<file path="src/rtl/sobel_pkg.sv">
// rtl/sobel_pkg.sv - shared types and defaults for the Sobel frame scheduler
//
// Purpose: scheduler state encoding, ping-pong buffer status encoding and the
//          default widths/timeout used by sobel_frame_scheduler and sobel_buf_slot.
// Ports:   none (package).
package sobel_pkg;

  localparam int DEF_ADDR_WIDTH = 12;
  localparam int DEF_CNT_WIDTH  = 8;
  localparam int DEF_TIMEOUT    = 65535;

  typedef enum logic [1:0] {
    ST_IDLE     = 2'd0,
    ST_DISPATCH = 2'd1,
    ST_WAIT     = 2'd2,
    ST_RELEASE  = 2'd3
  } sched_state_t;

  typedef enum logic [1:0] {
    BUF_FREE = 2'd0,
    BUF_FULL = 2'd1,
    BUF_BUSY = 2'd2
  } buf_status_t;

endpackage

</file>
<file path="src/rtl/sobel_buf_slot.sv">
// rtl/sobel_buf_slot.sv - one ping-pong buffer slot: status plus latched frame descriptor
//
// Purpose: tracks FREE/FULL/BUSY for one frame buffer and holds the pixel count
//          and run bit captured with the frame.
// Ports:   clk, rst      - clock, synchronous active-high reset
//          i_load        - capture accepted into this slot (only honoured when FREE)
//          i_num, i_run  - descriptor latched on i_load
//          i_claim       - scheduler dispatched this slot (FULL -> BUSY)
//          i_free        - scheduler released this slot (-> FREE)
//          o_status      - current status
//          o_num, o_run  - latched descriptor
module sobel_buf_slot
  import sobel_pkg::*;
#(
  parameter int ADDR_WIDTH = DEF_ADDR_WIDTH
) (
  input  logic                  clk,
  input  logic                  rst,
  input  logic                  i_load,
  input  logic [ADDR_WIDTH-1:0] i_num,
  input  logic                  i_run,
  input  logic                  i_claim,
  input  logic                  i_free,
  output buf_status_t           o_status,
  output logic [ADDR_WIDTH-1:0] o_num,
  output logic                  o_run
);

  buf_status_t           r_status;
  logic [ADDR_WIDTH-1:0] r_num;
  logic                  r_run;

  // Load is gated on FREE here as well, so a stray load can never
  // overwrite a frame that is waiting or being processed.
  always_ff @(posedge clk) begin
    if (rst) begin
      r_status <= BUF_FREE;
      r_num    <= '0;
      r_run    <= 1'b0;
    end else if (i_free) begin
      r_status <= BUF_FREE;
    end else if (i_claim) begin
      r_status <= BUF_BUSY;
    end else if (i_load && (r_status == BUF_FREE)) begin
      r_status <= BUF_FULL;
      r_num    <= i_num;
      r_run    <= i_run;
    end
  end

  assign o_status = r_status;
  assign o_num    = r_num;
  assign o_run    = r_run;

endmodule

</file>
<file path="src/rtl/sobel_frame_scheduler.sv">
// rtl/sobel_frame_scheduler.sv - ping-pong frame scheduler between capture writer and Sobel FSM
//
// Purpose: accepts captured frames into two alternating buffers, dispatches them
//          in FIFO order to the Sobel FSM, waits for completion or timeout and
//          releases the buffer. Counts completed and dropped frames.
// Ports:   clk, rst                 - clock, synchronous active-high reset
//          i_cap_done/i_cap_num     - capture finished pulse and its pixel count
//          i_run                    - mode latched with an accepted capture
//          i_fsm_idle/i_fsm_done    - Sobel FSM idle level and done pulse
//          o_cap_sel/o_cap_ready    - capture target buffer and its FREE flag
//          o_proc_sel               - buffer the Sobel FSM reads
//          o_start/o_num/o_run      - dispatch pulse and held frame descriptor
//          o_frame_cnt/o_drop_cnt   - completed (wrapping) / dropped (saturating) counts
//          o_err                    - sticky timeout flag
//          o_state                  - scheduler state
module sobel_frame_scheduler
  import sobel_pkg::*;
#(
  parameter int ADDR_WIDTH = DEF_ADDR_WIDTH,
  parameter int CNT_WIDTH  = DEF_CNT_WIDTH,
  parameter int TIMEOUT    = DEF_TIMEOUT
) (
  input  logic                  clk,
  input  logic                  rst,
  input  logic                  i_cap_done,
  input  logic [ADDR_WIDTH-1:0] i_cap_num,
  input  logic                  i_run,
  input  logic                  i_fsm_idle,
  input  logic                  i_fsm_done,
  output logic                  o_cap_sel,
  output logic                  o_cap_ready,
  output logic                  o_proc_sel,
  output logic                  o_start,
  output logic [ADDR_WIDTH-1:0] o_num,
  output logic                  o_run,
  output logic [CNT_WIDTH-1:0]  o_frame_cnt,
  output logic [CNT_WIDTH-1:0]  o_drop_cnt,
  output logic                  o_err,
  output logic [1:0]            o_state
);

  localparam int TW = (TIMEOUT > 2) ? $clog2(TIMEOUT) : 1;

  sched_state_t          r_state;
  sched_state_t          w_next_state;
  logic                  r_cap_sel;
  logic                  r_proc_sel;
  logic [ADDR_WIDTH-1:0] r_num;
  logic                  r_run;
  logic [CNT_WIDTH-1:0]  r_frame_cnt;
  logic [CNT_WIDTH-1:0]  r_drop_cnt;
  logic                  r_err;
  logic                  r_timed_out;
  logic [TW-1:0]         r_wait_cnt;

  buf_status_t           w_status   [2];
  logic [ADDR_WIDTH-1:0] w_slot_num [2];
  logic                  w_slot_run [2];
  logic [1:0]            w_load;
  logic [1:0]            w_claim;
  logic [1:0]            w_free;

  logic                  w_cap_ready;
  logic                  w_cap_accept;
  logic                  w_drop;
  logic                  w_frame_ready;
  logic                  w_timeout;
  logic                  w_dispatch;
  logic                  w_in_wait;
  logic                  w_release;

  assign w_cap_ready   = (w_status[r_cap_sel] == BUF_FREE);
  assign w_cap_accept  = i_cap_done && w_cap_ready && (i_cap_num != '0);
  assign w_drop        = i_cap_done && !w_cap_accept;
  assign w_frame_ready = (w_status[r_proc_sel] == BUF_FULL) && i_fsm_idle;
  assign w_timeout     = (r_wait_cnt == TW'(TIMEOUT - 1));

  assign w_load  = {w_cap_accept & r_cap_sel,  w_cap_accept & ~r_cap_sel};
  assign w_claim = {w_dispatch   & r_proc_sel, w_dispatch   & ~r_proc_sel};
  assign w_free  = {w_release    & r_proc_sel, w_release    & ~r_proc_sel};

  sobel_buf_slot #(.ADDR_WIDTH(ADDR_WIDTH)) u_slot0 (
    .clk      (clk),
    .rst      (rst),
    .i_load   (w_load[0]),
    .i_num    (i_cap_num),
    .i_run    (i_run),
    .i_claim  (w_claim[0]),
    .i_free   (w_free[0]),
    .o_status (w_status[0]),
    .o_num    (w_slot_num[0]),
    .o_run    (w_slot_run[0])
  );

  sobel_buf_slot #(.ADDR_WIDTH(ADDR_WIDTH)) u_slot1 (
    .clk      (clk),
    .rst      (rst),
    .i_load   (w_load[1]),
    .i_num    (i_cap_num),
    .i_run    (i_run),
    .i_claim  (w_claim[1]),
    .i_free   (w_free[1]),
    .o_status (w_status[1]),
    .o_num    (w_slot_num[1]),
    .o_run    (w_slot_run[1])
  );

  // FSM: state register
  always_ff @(posedge clk) begin
    if (rst) begin
      r_state <= ST_IDLE;
    end else begin
      r_state <= w_next_state;
    end
  end

  // FSM: next state
  always_comb begin
    w_next_state = r_state;
    case (r_state)
      ST_IDLE:     if (w_frame_ready) w_next_state = ST_DISPATCH;
      ST_DISPATCH: w_next_state = ST_WAIT;
      ST_WAIT:     if (i_fsm_done || w_timeout) w_next_state = ST_RELEASE;
      ST_RELEASE:  w_next_state = ST_IDLE;
      default:     w_next_state = ST_IDLE;
    endcase
  end

  // FSM: state-decoded outputs
  always_comb begin
    w_dispatch = 1'b0;
    w_in_wait  = 1'b0;
    w_release  = 1'b0;
    case (r_state)
      ST_DISPATCH: w_dispatch = 1'b1;
      ST_WAIT:     w_in_wait  = 1'b1;
      ST_RELEASE:  w_release  = 1'b1;
      default:     ;
    endcase
  end

  always_ff @(posedge clk) begin
    if (rst) begin
      r_cap_sel   <= 1'b0;
      r_proc_sel  <= 1'b0;
      r_num       <= '0;
      r_run       <= 1'b0;
      r_frame_cnt <= '0;
      r_drop_cnt  <= '0;
      r_err       <= 1'b0;
      r_timed_out <= 1'b0;
      r_wait_cnt  <= '0;
    end else begin
      if (w_cap_accept) begin
        r_cap_sel <= ~r_cap_sel;
      end
      if (w_drop && (r_drop_cnt != '1)) begin
        r_drop_cnt <= r_drop_cnt + CNT_WIDTH'(1);
      end

      // Descriptor is captured on the IDLE->DISPATCH edge so it is already
      // valid alongside o_start and stays put until the next dispatch.
      if ((r_state == ST_IDLE) && w_frame_ready) begin
        r_num <= w_slot_num[r_proc_sel];
        r_run <= w_slot_run[r_proc_sel];
      end

      if (w_dispatch) begin
        r_wait_cnt  <= '0;
        r_timed_out <= 1'b0;
      end else if (w_in_wait) begin
        r_wait_cnt <= r_wait_cnt + TW'(1);
      end

      // A done arriving on the timeout cycle counts as a normal completion.
      if (w_in_wait && w_timeout && !i_fsm_done) begin
        r_err       <= 1'b1;
        r_timed_out <= 1'b1;
      end

      if (w_release) begin
        r_proc_sel <= ~r_proc_sel;
        if (!r_timed_out) begin
          r_frame_cnt <= r_frame_cnt + CNT_WIDTH'(1);
        end
      end
    end
  end

  assign o_cap_sel   = r_cap_sel;
  assign o_cap_ready = w_cap_ready;
  assign o_proc_sel  = r_proc_sel;
  assign o_start     = w_dispatch;
  assign o_num       = r_num;
  assign o_run       = r_run;
  assign o_frame_cnt = r_frame_cnt;
  assign o_drop_cnt  = r_drop_cnt;
  assign o_err       = r_err;
  assign o_state     = r_state;

endmodule

</file>
<file path="config.mk">
export PLATFORM = sky130hd
export DESIGN_NAME = sobel_frame_scheduler
export DESIGN_NICKNAME = d
export VERILOG_FILES = /design/src/rtl/sobel_pkg.sv /design/src/rtl/sobel_buf_slot.sv /design/src/rtl/sobel_frame_scheduler.sv
export SDC_FILE = /design/constraint.sdc
export NUM_CORES = 1
export LEC_CHECK = 0
export CORE_ASPECT_RATIO = 0.75
export CORE_MARGIN = 2
export CORE_UTILIZATION = 45
export CTS_BUF_LIST = sky130_fd_sc_hd__clkbuf_8
export CTS_CLUSTER_DIAMETER = 200
export DETAILED_ROUTE_END_ITERATION = 6
export GPL_ROUTABILITY_DRIVEN = 0
export HOLD_SLACK_MARGIN = 0.12
export PLACE_DENSITY = 0.73
export SLEW_MARGIN = 15
export SYNTH_ARGS = -nofsm -noshare
export SYNTH_HDL_FRONTEND = slang
export SYNTH_SLANG_ARGS = --single-unit
</file>
<file path="constraint.sdc">
create_clock -name clk -period 1.6 [get_ports clk]
set_input_delay 0.24 -clock clk [delete_from_list [all_inputs] [get_ports clk]]
set_output_delay 0.24 -clock clk [all_outputs]
set_load 0.05 [all_outputs]
</file>
; ---- Word-level counts from Yosys, hierarchy flattened
; Index checks and enable logic that the tools add are counted.
[word_totals]
regBits = 81
[op_classes]
addsub = 3
n_lt_le_gt_ge = 2
eq_ne = 8
n_mux = 24
n_bitwise = 15
n_reduce_logical = 30
[ops]
columns = op, n
row1 = two-way mux 12 bit, 3
row2 = two-way mux 2 bit, 12
row3 = "adder 16 x 1 -> 16 bit, second input constant", 1
row4 = "adder 8 x 1 -> 8 bit, second input constant", 2
row5 = "== test 16 bit, second input constant", 1
row6 = nonzero test 12 bit, 1
row7 = logical AND 1 bit, 10
row8 = zero test 2 bit, 4
row9 = two-way mux 1 bit, 8
row10 = "!= test 8 bit, second input constant", 1
row11 = one-hot mux 2 bit (4 select lines), 1
row12 = NOT 1 bit, 7
row13 = AND 1 bit, 6
row14 = AND reduction 3 bit, 2
row15 = nonzero test 2 bit, 3
row16 = OR reduction 2 bit, 3
row17 = OR reduction 3 bit, 2
row18 = "== test 2 x 1 -> 1 bit, second input constant", 2
row19 = "== test 2 bit, second input constant", 2
row20 = ">= comparator 2 bit, second input constant", 2
row21 = "!= test 2 bit, second input constant", 2
row22 = NOT 1 -> 2 bit, 2
row23 = AND reduction 2 bit, 2
row24 = zero test 1 bit, 2
row25 = logical OR 1 bit, 1

; ---- Logic depth before layout (Yosys ltp)
[logic_depth]
ltp_word = 11
depth_mapped = 8

; ---- Modules after synthesis
; From an unflattened synthesis, not the netlist that was laid out.
[unflattened]
cells_unflattened = 412
hier_area_um2 = 3853.7
[modules_own_cells]
columns = module, n_inst, cells_per_inst, area_each_um2
row1 = sobel_frame_scheduler, 1, 284, 2507.4
row2 = sobel_buf_slot, 2, 64, 673.1

; ---- Worst setup path after synthesis
; Ideal clock, no wire load.
[synth_timing]
path_type = register -> register
from = register r_state[1], in the netlist o_state[1]
to = register u_slot1.r_num[3], in the netlist u_slot1.o_num[3]
setup_time_ns = 0.070
t_arrival_ns = 2.451
path_slack_ns = -0.922
stages_incl_launch_ff = 9
n_path_buf = 2
synth_period_minus_slack_ns = 2.522
path_cell_list = dfxtp_1 -> inv_1 -> ha_1 -> clkbuf_1 -> o21ai_0 -> and4_1 -> buf_1 -> nand3_1 -> a21oi_1
[synth_via]
elab_chain_len = 5
word_cells_on_any_way = 9
[synth_rtl]
columns = item, line
row1 = start: declaration, sobel_frame_scheduler.sv:44  ; sched_state_t r_state;
row2 = start signal: assignment, sobel_frame_scheduler.sv:113  ; r_state <= w_next_state;
row3 = == test 2 x 1 -> 1 bit, sobel_frame_scheduler.sv:134  ; case (r_state)
row4 = two-way mux 1 bit, sobel_frame_scheduler.sv:134
row5 = via o_start, sobel_frame_scheduler.sv:33  ; output logic o_start,
row6 = AND 1 bit, sobel_frame_scheduler.sv:79  ; assign w_claim = {w_dispatch & r_proc_sel, w_dispatch & ~r_proc_sel};
row7 = NOT 1 bit (no line), -
row8 = AND reduction 3 bit (no line), -
row9 = end signal: assignment, sobel_buf_slot.sv:46  ; r_num <= i_num;
row10 = end: declaration, sobel_buf_slot.sv:30  ; logic [ADDR_WIDTH-1:0] r_num;
; The timed path passes the listed nets, and every way through them passes these cells.
; A chain may end at the register's enable or synchronous reset.

; ---- Final worst setup path
[layout_timing]
from = register r_state[0], in the netlist o_state[0]
to = register r_wait_cnt[15]
[layout_via]
elab_chain_len = 3
word_cells_on_any_way = 5
[layout_rtl]
columns = item, line
row1 = == test 2 x 1 -> 1 bit, sobel_frame_scheduler.sv:134
row2 = two-way mux 1 bit, sobel_frame_scheduler.sv:134
row3 = OR reduction 2 bit (no line), -
row4 = end signal: assignment, sobel_frame_scheduler.sv:172  ; r_wait_cnt <= r_wait_cnt + TW'(1);
row5 = end: declaration, sobel_frame_scheduler.sv:54  ; logic [TW-1:0] r_wait_cnt;
; Several ways; a longest one is shown, not always the timed one.

==> run_results.csv <==
group,metric,value,unit
clock_tree,cts_buffer_depth,2,
floorplan,core,7990,µm²
power,ir_drop,974,µV
critical_path,critPathMaxFanout,4,
floorplan,fp.dieArea,9060,µm²
cells_and_area,final_area,5620,µm²
sta,fin_skew,0.00713,ns
floorplan,core.rowCount,28,
min_path,min_from,"i_cap_num[7]",
grt,grt_pass1_wl,16.4,mm
placement,port_buffers,53,
clock_tree,cts_root_buf,"clkbuf_8",
critical_path,reg2regPathDepth,6,
grt,grt_start_max_net_pins,26,
cells_and_area,multi_input_area,2330,µm²
routing,drt_iter0_drc,185,
clock_tree,htreeDepth,3,
critical_path,crit_type,"register to register",
sta,holdWs,0.361,ns
cells_and_area,diodes,0,
critical_path,cp_slowest_cell,"or4_4",
critical_path,cp.buffers_inverters,1,
synthesis,synth_top_area_cell,"dfxtp_1",
synthesis,synth_xor_area_frac,0.0445,
critical_path,slowest_delay,0.44,ns
clock_tree,clk_pin_slew,0.09,ns
placement,dpl.cell_count,619,
power,p_leak,2.19,nW
critical_path,end_kind,"register",
grt,grt_antenna_before_repair,0,
min_path,hp-class,"input port to register",
critical_path,crit_required,1.85,ns
critical_path,crit_start,"o_state[0]",
synthesis,postSynthCellCount,422,
routing,num_vias,3620,
critical_path,startpoint_type,"register",
critical_path,critical_path_arrival,1.89,ns
critical_path,r2r_start,"o_state[0]",
run,maxCapViolations,0,
synthesis,synthAdderAreaFrac,0.0301,
cells_and_area,fillers,603,
synthesis,ys.flop_type,"dfxtp_1",
critical_path,rrSetupSlack,-0.04,ns
synthesis,yosys_warnings,0,
clock_tree,clock_latency,0.35,ns
sta,hold_viol_final,0,
power,p_per_area,1260,nW/µm²
sta,timing.slew.headroom,0.734,
critical_path,timing.rr.end,"r_wait_cnt[15]",
synthesis,synthMuxAreaShare,0.0720,
sta,rsz0062_at_grt,"true",
status,status,"complete, but fails checks",
sta,worstMarginPinSlew,0.399,ns
cells_and_area,final_cells,650,
clock_tree,cts_buffers,9,
cells_and_area,area_delta_synth_final,50.3,%
synthesis,yosysSeqAreaShare,0.434,
critical_path,crit_chain,"inv_4 > ha_4 > nand3_4 > or4_4 > or3_4 > mux2i_1",
synthesis,ys_ff_latch,81,
sta,fin_ws,-0.0379,ns
synthesis,synth_commonest_cells,"dfxtp_1, nor2_1, a21oi_1, nand3_1, o21ai_0",
sta,setup_violations,10,
cells_and_area,drive_above_1_share,0.420,
clock_tree,cts_hold_buf,0,
placement,placed_area,4980,µm²
clock_tree,cts.sinks,81,
routing,postRouteAntennaNets,0,
sta,fmax,611,MHz
synthesis,synth_top_family_by_area,"simple AND/OR/NAND/NOR gates",
synthesis,syn_area,3740,µm²
routing,drt_pass1_iterations,5,
status,violations,"setup timing",
routing,viasPerCell,5.57,
routing,wl,10.1,mm
synthesis,yosysUniqueCellTypes,45,
cells_and_area,regArea,1670,µm²
clock_tree,cts_tree,"built",
grt,grt_pass1_vias,3358,
sta,fin_crit_sh,1.02,
placement,dp_slack,-0.572,ns
synthesis,synth_edf_count,0,
floorplan,die_h,82.9,µm
synthesis,synth_fp_nets,449,
synthesis,synth_area_leaders,"dfxtp_1, mux2i_1, a21oi_1",
placement,dp_hpwl,6.94,mm
cells_and_area,final_nets,567,
grt,grtUsageTotal,0.226,
cells_and_area,final_util,0.703,
sta,final-max-slew-violation-count,0,
synthesis,synth_compound_area_frac,0.165,
min_path,hold_depth,4,
synthesis,synth_area_per_cell,8.86,µm²
sta,min_period,1.64,ns
critical_path,path_delay_family,"simple AND/OR/NAND/NOR gates",
floorplan,fp.dieW,109,µm
floorplan,start_util,0.468,
routing,drc,0,
floorplan,io_pins,54,
synthesis,synth-simple-area-share,0.211,
synthesis,post-synth-top-count-cell,"dfxtp_1",
min_path,hold_end,"u_slot1.o_num[7]",
synthesis,synth_top_area_share,0.434,
synthesis,async_flop_share,0,
grt,grt-ovfl-total,0,
routing,avgRoutedWirePerCell,15.6,µm
per-layer routing:
layer / wire (µm) / track usage / vias to the layer above
li1: - / - / 1742
met1: 4660 / 0.324 / 1763
met2: 4820 / 0.342 / 102
met3: 538 / 0.0487 / 13
met4: 118 / 0.0587 / 0
met5: 0 / 0 / -
sequential cells by signal (all words and copies together) (netlist names), 2 cells and up:
| register | cells |
|---|---|
| r_wait_cnt | 16 |
| u_slot0.o_status | 2 |
| o_drop_cnt | 8 |
| u_slot0.o_num | 12 |
| u_slot1.o_num | 12 |
| o_frame_cnt | 8 |
| o_num | 12 |
| u_slot1.o_status | 2 |
| o_state | 2 |
logic make-up (layout without fill, tap and decap cells):
kind of cell	after synthesis	after routing
multiplexers	26	26
XOR/XNOR	19	19
adder cells (fa/ha/maj)	9	9
AO/OA/AOI/OAI	98	98
buffers and inverters	41	164
AND/OR/NAND/NOR	148	148
flip-flops	81	81
worst max-delay path by stage:
| stage | to | slack (ns) | cells past startpoint |
|---|---|---|---|
| after detailed placement | o_drop_cnt[0] | -0.57 | 5 |
| after CTS | r_wait_cnt[15] | -0.06 | 6 |
| after global routing | u_slot0.o_num[9] | -0.10 | 7 |
| after floorplan | r_wait_cnt[15] | -0.23 | 7 |
| final | r_wait_cnt[15] | -0.04 | 6 |
| after global placement | o_drop_cnt[4] | -0.55 | 5 |
worst min-delay path: stages:
cell and delay, ns:
dlymetal6s2s_1 0.16, buf_4 0.15, nand3_1 0.06, a21oi_1 0.05
power breakdown:
| part | switching (W) | total [W] | internal, W |
|---|---|---|---|
| combinational | 0.00159 | 0.00278 | 0.00119 |
| clock | 0.000766 | 0.00185 | 0.00109 |
| sequential | 0.000195 | 0.00246 | 0.00227 |
cell type report:
type	count	share of cell area
sequential	81	0.298
inverter	15	0.0114
multi-input combinational	300	0.416
clock inverter	6	0.0200
timing repair buffer	133	0.207
tap	105	0.0234
clock buffer	10	0.0245
cell usage in the layout (no fill, tap or decap), drive strengths merged, types with 10 or more instances in the layout:
master,count
nand4,11
xor2,10
nand2,10
a211oi,22
buf,117
dfxtp,81
nor2,44
a21oi,37
o21ai,31
clkbuf,10
inv,16
nand3,35
mux2i,19
metrics by stage:
stage	power, W	setup TNS [ns]
finish	0.00709	-0.180
global route	0.00740	-2.05
CTS	0.00695	-0.113
detailed placement	0.00489	-15.23
global placement	0.00482	-13.59
floorplan	0.00401	-6.17
what timing repair did:
action,in CTS,in global routing
resized for setup,32,59
setup endpoints to repair,34,55
pin swaps,10,17
cloned,1,0
buffers inserted,7,7
Note: power is estimated with default switching activity, not from simulation.
